## src/rtl/autoconfig_pkg.sv

```systemverilog
// Shared definitions for the Zorro autoconfig chain: board identity tables,
// the per-board config ROM lookup, FSM state encoding and the write offsets
// the chain reacts to.
package autoconfig_pkg;

  localparam int unsigned MAX_BOARDS = 4;

  // Register offsets within config space, as zaddr = A[6:1]
  localparam logic [5:0] OFF_BASE   = 6'h22;
  localparam logic [5:0] OFF_SHUTUP = 6'h26;

  typedef enum logic [1:0] {IDLE, CYCLE, DONE} state_t;

  // ER_TYPE holds the two uninverted nibbles presented at offsets 00/01
  localparam logic [7:0]  ER_TYPE      [MAX_BOARDS] = '{8'hA3, 8'hC5, 8'hA3, 8'hC5};
  localparam logic [7:0]  PRODUCT      [MAX_BOARDS] = '{8'h03, 8'h04, 8'h05, 8'h06};
  localparam logic [15:0] MANUFACTURER [MAX_BOARDS] = '{16'h13D8, 16'h13D8, 16'h13D8, 16'h13D8};
  localparam logic [15:0] SERIAL       [MAX_BOARDS] = '{16'h0000, 16'h0001, 16'h0002, 16'h0003};
  localparam int unsigned SIZE_LOG2    [MAX_BOARDS] = '{23, 20, 20, 16};

  // Everything past offset 01 is stored inverted on the bus, hence the '~'.
  function automatic logic [3:0] rom_nibble(input logic [2:0] board, input logic [5:0] zaddr);
    logic [1:0] b;
    logic [3:0] n;
    b = board[1:0];
    n = 4'hF;
    if (board < 3'(MAX_BOARDS)) begin
      case (zaddr)
        6'h00:   n = ER_TYPE[b][7:4];
        6'h01:   n = ER_TYPE[b][3:0];
        6'h02:   n = ~PRODUCT[b][7:4];
        6'h03:   n = ~PRODUCT[b][3:0];
        6'h04:   n = 4'h4;
        6'h08:   n = ~MANUFACTURER[b][15:12];
        6'h09:   n = ~MANUFACTURER[b][11:8];
        6'h0A:   n = ~MANUFACTURER[b][7:4];
        6'h0B:   n = ~MANUFACTURER[b][3:0];
        6'h0C:   n = ~SERIAL[b][15:12];
        6'h0D:   n = ~SERIAL[b][11:8];
        6'h0E:   n = ~SERIAL[b][7:4];
        6'h0F:   n = ~SERIAL[b][3:0];
        6'h11:   n = 4'hE;
        6'h12:   n = 4'hB;
        6'h13:   n = 4'h5;
        default: n = 4'hF;
      endcase
    end
    return n;
  endfunction

endpackage

```

## src/rtl/autoconfig_sync.sv

```systemverilog
// N-stage synchroniser for an active-low strobe; resets to 1 (negated).
// Ports: clk, rst (async, active high), d (async input), q (synchronised).
module autoconfig_sync #(
  parameter int unsigned STAGES = 2
) (
  input  logic clk,
  input  logic rst,
  input  logic d,
  output logic q
);

  logic [STAGES-1:0] sr;

  always_ff @(posedge clk or posedge rst) begin
    if (rst) sr <= '1;
    else     sr <= {sr[STAGES-2:0], d};
  end

  assign q = sr[STAGES-1];

endmodule

```

## src/rtl/autoconfig_chain.sv

```systemverilog
// Autoconfig responder for a chain of NUM_BOARDS boards presented one after
// another in the 0xE8xxxx config space of a 68030 bus.
// Optional feature: define AUTOCONFIG_SHUTUP_EN to honour shut-up writes.
// Ports:
//   CLK    block clock (faster than the CPU bus)
//   RESET  asynchronous, active-high reset
//   AS20, DS20  CPU address/data strobes (active low), RW20 (1 = read)
//   A      CPU address, D  CPU data D[31:16] (base address capture)
//   DOUT   config nibble for D[31:28] of the bus, held until the next read
//   ACCESS active-low claim of the current config-space cycle
//   DECODE active-low memory select per configured board
module autoconfig_chain
  import autoconfig_pkg::*;
#(
  parameter int unsigned NUM_BOARDS  = 2,
  parameter int unsigned SYNC_STAGES = 2
) (
  input  logic                  CLK,
  input  logic                  RESET,
  input  logic                  AS20,
  input  logic                  DS20,
  input  logic                  RW20,
  input  logic [31:0]           A,
  input  logic [15:0]           D,
  output logic [7:4]            DOUT,
  output logic                  ACCESS,
  output logic [NUM_BOARDS-1:0] DECODE
);

  logic as_s, ds_s, rw_s;
  logic as_q, ds_q;
  logic ds_fall, as_rise;

  state_t state, next_state;
  logic [2:0] cur;
  logic [NUM_BOARDS-1:0] configured;
  logic [NUM_BOARDS-1:0] shutup;
  logic [15:0] base [NUM_BOARDS];
  logic pending;
  logic claim;
  logic [5:0] zaddr;
  logic load_dout, wr_base, wr_shut, advance;

  autoconfig_sync #(.STAGES(SYNC_STAGES)) u_sync_as (.clk(CLK), .rst(RESET), .d(AS20), .q(as_s));
  autoconfig_sync #(.STAGES(SYNC_STAGES)) u_sync_ds (.clk(CLK), .rst(RESET), .d(DS20), .q(ds_s));
  autoconfig_sync #(.STAGES(SYNC_STAGES)) u_sync_rw (.clk(CLK), .rst(RESET), .d(RW20), .q(rw_s));

  assign ds_fall = ds_q & ~ds_s;
  assign as_rise = ~as_q & as_s;

  assign zaddr  = A[6:1];
  assign claim  = (A[31:16] == 16'h00E8) && (cur < 3'(NUM_BOARDS));
  assign ACCESS = ~claim;

  always_ff @(posedge CLK or posedge RESET) begin
    if (RESET) begin
      state <= IDLE;
      as_q  <= 1'b1;
      ds_q  <= 1'b1;
    end else begin
      state <= next_state;
      as_q  <= as_s;
      ds_q  <= ds_s;
    end
  end

  always_comb begin
    next_state = state;
    load_dout  = 1'b0;
    wr_base    = 1'b0;
    wr_shut    = 1'b0;
    advance    = 1'b0;
    case (state)
      IDLE: if (ds_fall && claim) next_state = CYCLE;
      CYCLE: begin
        // An AS20 negation seen here means the CPU gave up the cycle.
        if (as_rise) begin
          next_state = IDLE;
        end else begin
          next_state = DONE;
          if (rw_s) load_dout = 1'b1;
          else if (zaddr == OFF_BASE) wr_base = 1'b1;
`ifdef AUTOCONFIG_SHUTUP_EN
          else if (zaddr == OFF_SHUTUP) wr_shut = 1'b1;
`endif
        end
      end
      DONE: begin
        if (as_rise) begin
          next_state = IDLE;
          advance    = pending;
        end
      end
      default: next_state = IDLE;
    endcase
  end

  // Board switch is deferred to AS20 negation so the CPU finishes the write
  // against the board it addressed.
  always_ff @(posedge CLK or posedge RESET) begin
    if (RESET) begin
      cur        <= '0;
      DOUT       <= 4'hF;
      configured <= '0;
      pending    <= 1'b0;
      for (int unsigned i = 0; i < NUM_BOARDS; i++) base[i] <= '0;
    end else begin
      if (load_dout) DOUT <= rom_nibble(cur, zaddr);
      if (wr_base) begin
        for (int unsigned i = 0; i < NUM_BOARDS; i++) begin
          if (cur == 3'(i)) begin
            base[i]       <= D;
            configured[i] <= 1'b1;
          end
        end
      end
      if (wr_base || wr_shut)     pending <= 1'b1;
      else if (next_state == IDLE) pending <= 1'b0;
      if (advance && (cur < 3'(NUM_BOARDS))) cur <= cur + 3'd1;
    end
  end

`ifdef AUTOCONFIG_SHUTUP_EN
  always_ff @(posedge CLK or posedge RESET) begin
    if (RESET) begin
      shutup <= '0;
    end else if (wr_shut) begin
      for (int unsigned i = 0; i < NUM_BOARDS; i++) begin
        if (cur == 3'(i)) shutup[i] <= 1'b1;
      end
    end
  end
`else
  assign shutup = '0;
`endif

  for (genvar g = 0; g < NUM_BOARDS; g++) begin : g_decode
    localparam logic [31:0] MASK = 32'hFFFF_FFFF << SIZE_LOG2[g];
    assign DECODE[g] = ~(configured[g] & ~shutup[g] &
                         (((A ^ {base[g], 16'h0000}) & MASK) == '0));
  end

endmodule

```

## config.mk

```make
export PLATFORM = sky130hd
export DESIGN_NAME = autoconfig_chain
export DESIGN_NICKNAME = d
export VERILOG_FILES = /design/src/rtl/autoconfig_pkg.sv /design/src/rtl/autoconfig_sync.sv /design/src/rtl/autoconfig_chain.sv
export SDC_FILE = /design/constraint.sdc
export NUM_CORES = 1
export LEC_CHECK = 0
export ABC_AREA = 1
export CELL_PAD_IN_SITES_DETAIL_PLACEMENT = 0
export CELL_PAD_IN_SITES_GLOBAL_PLACEMENT = 1
export CORE_UTILIZATION = 32
export DETAILED_ROUTE_END_ITERATION = 7
export PLACE_DENSITY_LB_ADDON = 0.1
export SYNTH_ARGS = -nofsm -noshare
export SYNTH_HDL_FRONTEND = slang
export SYNTH_SLANG_ARGS = --single-unit
```

## constraint.sdc

```tcl
create_clock -name CLK -period 1.6 [get_ports CLK]
set_clock_uncertainty 0.1 [all_clocks]
set_input_delay 0.24 -clock CLK [delete_from_list [all_inputs] [get_ports CLK]]
set_output_delay 0.24 -clock CLK [all_outputs]
set_load 0.01 [all_outputs]
```

==> summary.md <==
| Metric | Value |
|---|---|
| Max stage delay on crit path | `~0.42 ns` |
| Max cap viols | `0` |
| DRC Markers | `0` |
| Clock Latency Late Sink | `0.29 ns` |
| I/O Pins | `60` |
| Core footprint | `between 0.006 and 0.007 mm2` |
| Layout Nets | `between 400 and 500` |
| DP Cell Count | `around 490` |
| Row count | `30` |
| CTS Root Cell | `clkbuf_8` |
| CP Class | `reg -> out` |
| Static Leak | `approximately 1.9 nW` |
| Final Hold Viols | `0` |
| # H-tree levels | `2` |
| HP Class | `in -> async` |
| Fillers | `690` |
| Post-route cell area | `roughly 0.0037 mm2` |
| Reg2reg start | `cur[1]` |
| Die width | `87.6 um` |
| Dpl cell area | `around 0.0033 mm2` |
| Post-synth EDFFs | `0` |
| First-pass GRT wire length | `between 10,000 and 15,000 um` |
| Synth Flop Type | `dfrtp_1` |
| Initial antenna violation count | `0` |
| Buf/Inv on CP | `1` |
| Clock slew at the register clock pins of the worst setup and hold paths | `about 0.080 ns` |
| Syn Inst Count | `313` |
| Final Cycle Share | `112%` |
| Routability-driven placement congestion ratio | `between 0.8 and 0.9` |
| Delay-heaviest family, CP | `flip-flops` |
| Worst Max-Slew Pin Slew | `0.275 ns` |
| Die area | `around 0.0077 mm2` |
| DR iter-0 viols | `between 80 and 90` |
| DR vias/cell | `4.68` |
| Failing checks | `negative setup slack` |
| TritonCTS clock tree | `yes` |
| Grt ovf | `0` |
| Period minus WS final | `1.79 ns` |
| RSZ-0062 raised after global routing | `true` |
| Depth of the worst register-to-register path | `9` |
| WP data arrival | `~1.5 ns` |
| CTS Hold Bufs | `0` |
| Slew headroom | `roughly four fifths` |
| Largest net degree at the start of global routing | `42` |
| Synthesized area | `~0.0023 mm2` |
| Yosys cell types | `29` |
| CP Data Required Time | `~1.3 ns` |
| CTS sink cnt | `about 40` |
| Total GRT Usage | `between 10% and 20%` |
| Worst-path cell chain | `nand2_1 -> o21ai_1 -> a21oi_1 -> nor4b_4 -> nand2_1 -> buf_2` |
| Final setup viols | `3` |
| Routed vias | `roughly 2,400` |
| Post-Route WL | `roughly 6800 um` |
| Slowest cell on the critical path | `dfrtp_1` |
| Setup WS pre-CTS | `-0.755 ns` |
| Count of final max-slew check failures | `0` |
| Drt pass-1 iters | `4` |
| Power Density | `567 mW/mm2` |
| Crit Path Max Fanout | `3` |
| Vias in the first global route | `2,146` |
| Async SR Flop Fraction | `between 90% and 100%` |
| Sequential fraction of the synthesis area | `approximately 44%` |
| Startpoint types | `flip-flop` |
| Critical Path Most Common Cell | `nand2_1` |
| Status | `complete, but fails checks` |
| Die H | `between 80 and 90 um` |
| Inserted Diodes | `0` |
| Synthesized Nets | `370` |
| Cts bufs inserted | `5` |
| Reg-to-reg slack, setup | `roughly 0.05 ns` |
| Share of layout cells above drive strength 1 | `34.5%` |
| P&R area growth vs syn | `56.7%` |
| CP Capture Type | `primary output` |
| RR Endpoint | `base[7]` |
| Routed len/inst | `13.3 um` |
| Worst vdd ir | `roughly 350 uV` |
| Fin Setup TNS | `-0.299 ns` |
| Post-route antenna net violation count | `0` |
| Max Root-Sink Buffers | `2` |
| HPWL after detailed placement | `between 4000 and 5000 um` |
| Initial Util | `about a third` |
| Setup ws final | `-0.188 ns` |
| Mean Syn Cell Area | `between 7 and 8 um2` |
| Seq cells post-synth | `41` |
| Finished Layout Cells | `between 500 and 600` |
| Max Fclk | `approximately 0.56 GHz` |
| Ys Warns | `0` |
| IO buf count | `45` |
==> timing repair <==
item                                    CTS  global route
endpoints found under the setup margin   31            29
pin swaps                                16            17
setup buffers                             4             3
resized for setup                        51            66
gates cloned                              1             3
hold endpoints to repair                  0             0
==> worst min-delay path: cells and delay by family <==
kind | cells | cell delay [ns]
buf+inv | 3 | 0.71
==> placed cells by master, fill, tap and decap left out, drive strengths merged, types with 2 or more instances in the layout <==
| cell type | count |
|---|---|
| xnor2 | 6 |
| dfrtp | 29 |
| clkbuf | 8 |
| o22ai | 2 |
| nand4 | 30 |
| nor2 | 39 |
| nand3 | 24 |
| nor4 | 3 |
| or2 | 5 |
| a21oi | 6 |
| dlygate4sd2 | 14 |
| nand2 | 87 |
| o21ai | 8 |
| buf | 58 |
| inv | 44 |
| dlymetal6s2s | 6 |
| dfstp | 12 |
| clkdlybuf4s50 | 22 |
| clkinv | 2 |
| ha | 4 |
==> layout make-up <==
| type | instances | area [um2] | share of cell area [%] |
|---|---|---|---|
| clock buffers | 6 | 82.6 | 2.25 |
| flip-flops and latches | 41 | 1040 | 28.4 |
| clock inverters | 2 | 13.8 | 0.374 |
| multi-input cells | 222 | 1320 | 35.9 |
| well taps | 96 | 120 | 3.27 |
| repair buffers | 102 | 926 | 25.2 |
| inverters | 44 | 173 | 4.70 |
==> how the worst max path moves through the flow <==
stage / start / endpoint / slack [ns] / cells past startpoint
4_1_cts: base[31] / DECODE[0] / -0.26 / 6
3_5_place_dp: A[29] / DECODE[0] / -0.76 / 8
6_report: base[29] / DECODE[0] / -0.19 / 6
3_3_place_gp: A[29] / DECODE[0] / -0.76 / 8
5_1_grt: base[29] / DECODE[0] / -0.28 / 6
2_1_floorplan: cur[0] / base[23] / 0.06 / 7
==> metrics by stage <==
stage               power [mW]  util, %  hold WS [ns]
floorplan                 1.17        -         0.144
global placement          1.36     46.8         0.247
detailed placement        1.36     46.8         0.248
CTS                       2.10     49.3         0.198
global route              2.19     52.9         0.211
finish                    2.08     52.9         0.190
==> layer usage <==
| metal | vias up | global-route usage [%] | routed length (um) |
|---|---|---|---|
| met3 | 7 | 2.92 | 231 |
| li1 | 1235 | - | - |
| met1 | 1106 | 29.5 | 3780 |
| met2 | 52 | 24.9 | 2760 |
| met5 | - | 0 | 0 |
| met4 | 0 | 3.43 | 68 |
==> cell families after synthesis <==
group,share of synthesized area (%)
adder cells (fa/ha/maj),2.13
AND/OR/NAND/NOR,38.1
flip-flops,44.4
buffers and inverters,8.16
XOR/XNOR,2.61
AO/OA/AOI/OAI,4.64
==> flip-flops by register name, indices dropped and copies added (netlist names) <==
register / count
as_q: 1
cur: 3
configured: 2
state: 2
u_sync_as.sr: 2
base: 21
ds_q: 1
DOUT: 4
pending: 1
u_sync_ds.sr: 2
u_sync_rw.sr: 2
==> Yosys cell counts (all sizes together) (4+ instances only) <==
cell type	n	area share, %
or2	5	1.3
dfstp	12	13
ha	4	2.1
xnor2	6	2.2
inv	44	7.0
nand4	30	8.0
nor2	39	6.7
nand3	24	5.5
dfrtp	29	31
nand2	87	14
a21oi	6	1.3
o21ai	8	1.7
==> report_power, final <==
| group | internal (mW) | switching, mW | total (mW) |
|---|---|---|---|
| clock network | 0.350 | 0.375 | 0.725 |
| registers | 1.05 | 0.00690 | 1.06 |
| logic | 0.157 | 0.140 | 0.298 |
| total | 1.56 | 0.522 | 2.08 |
Note: power is estimated with default switching activity, not from simulation.
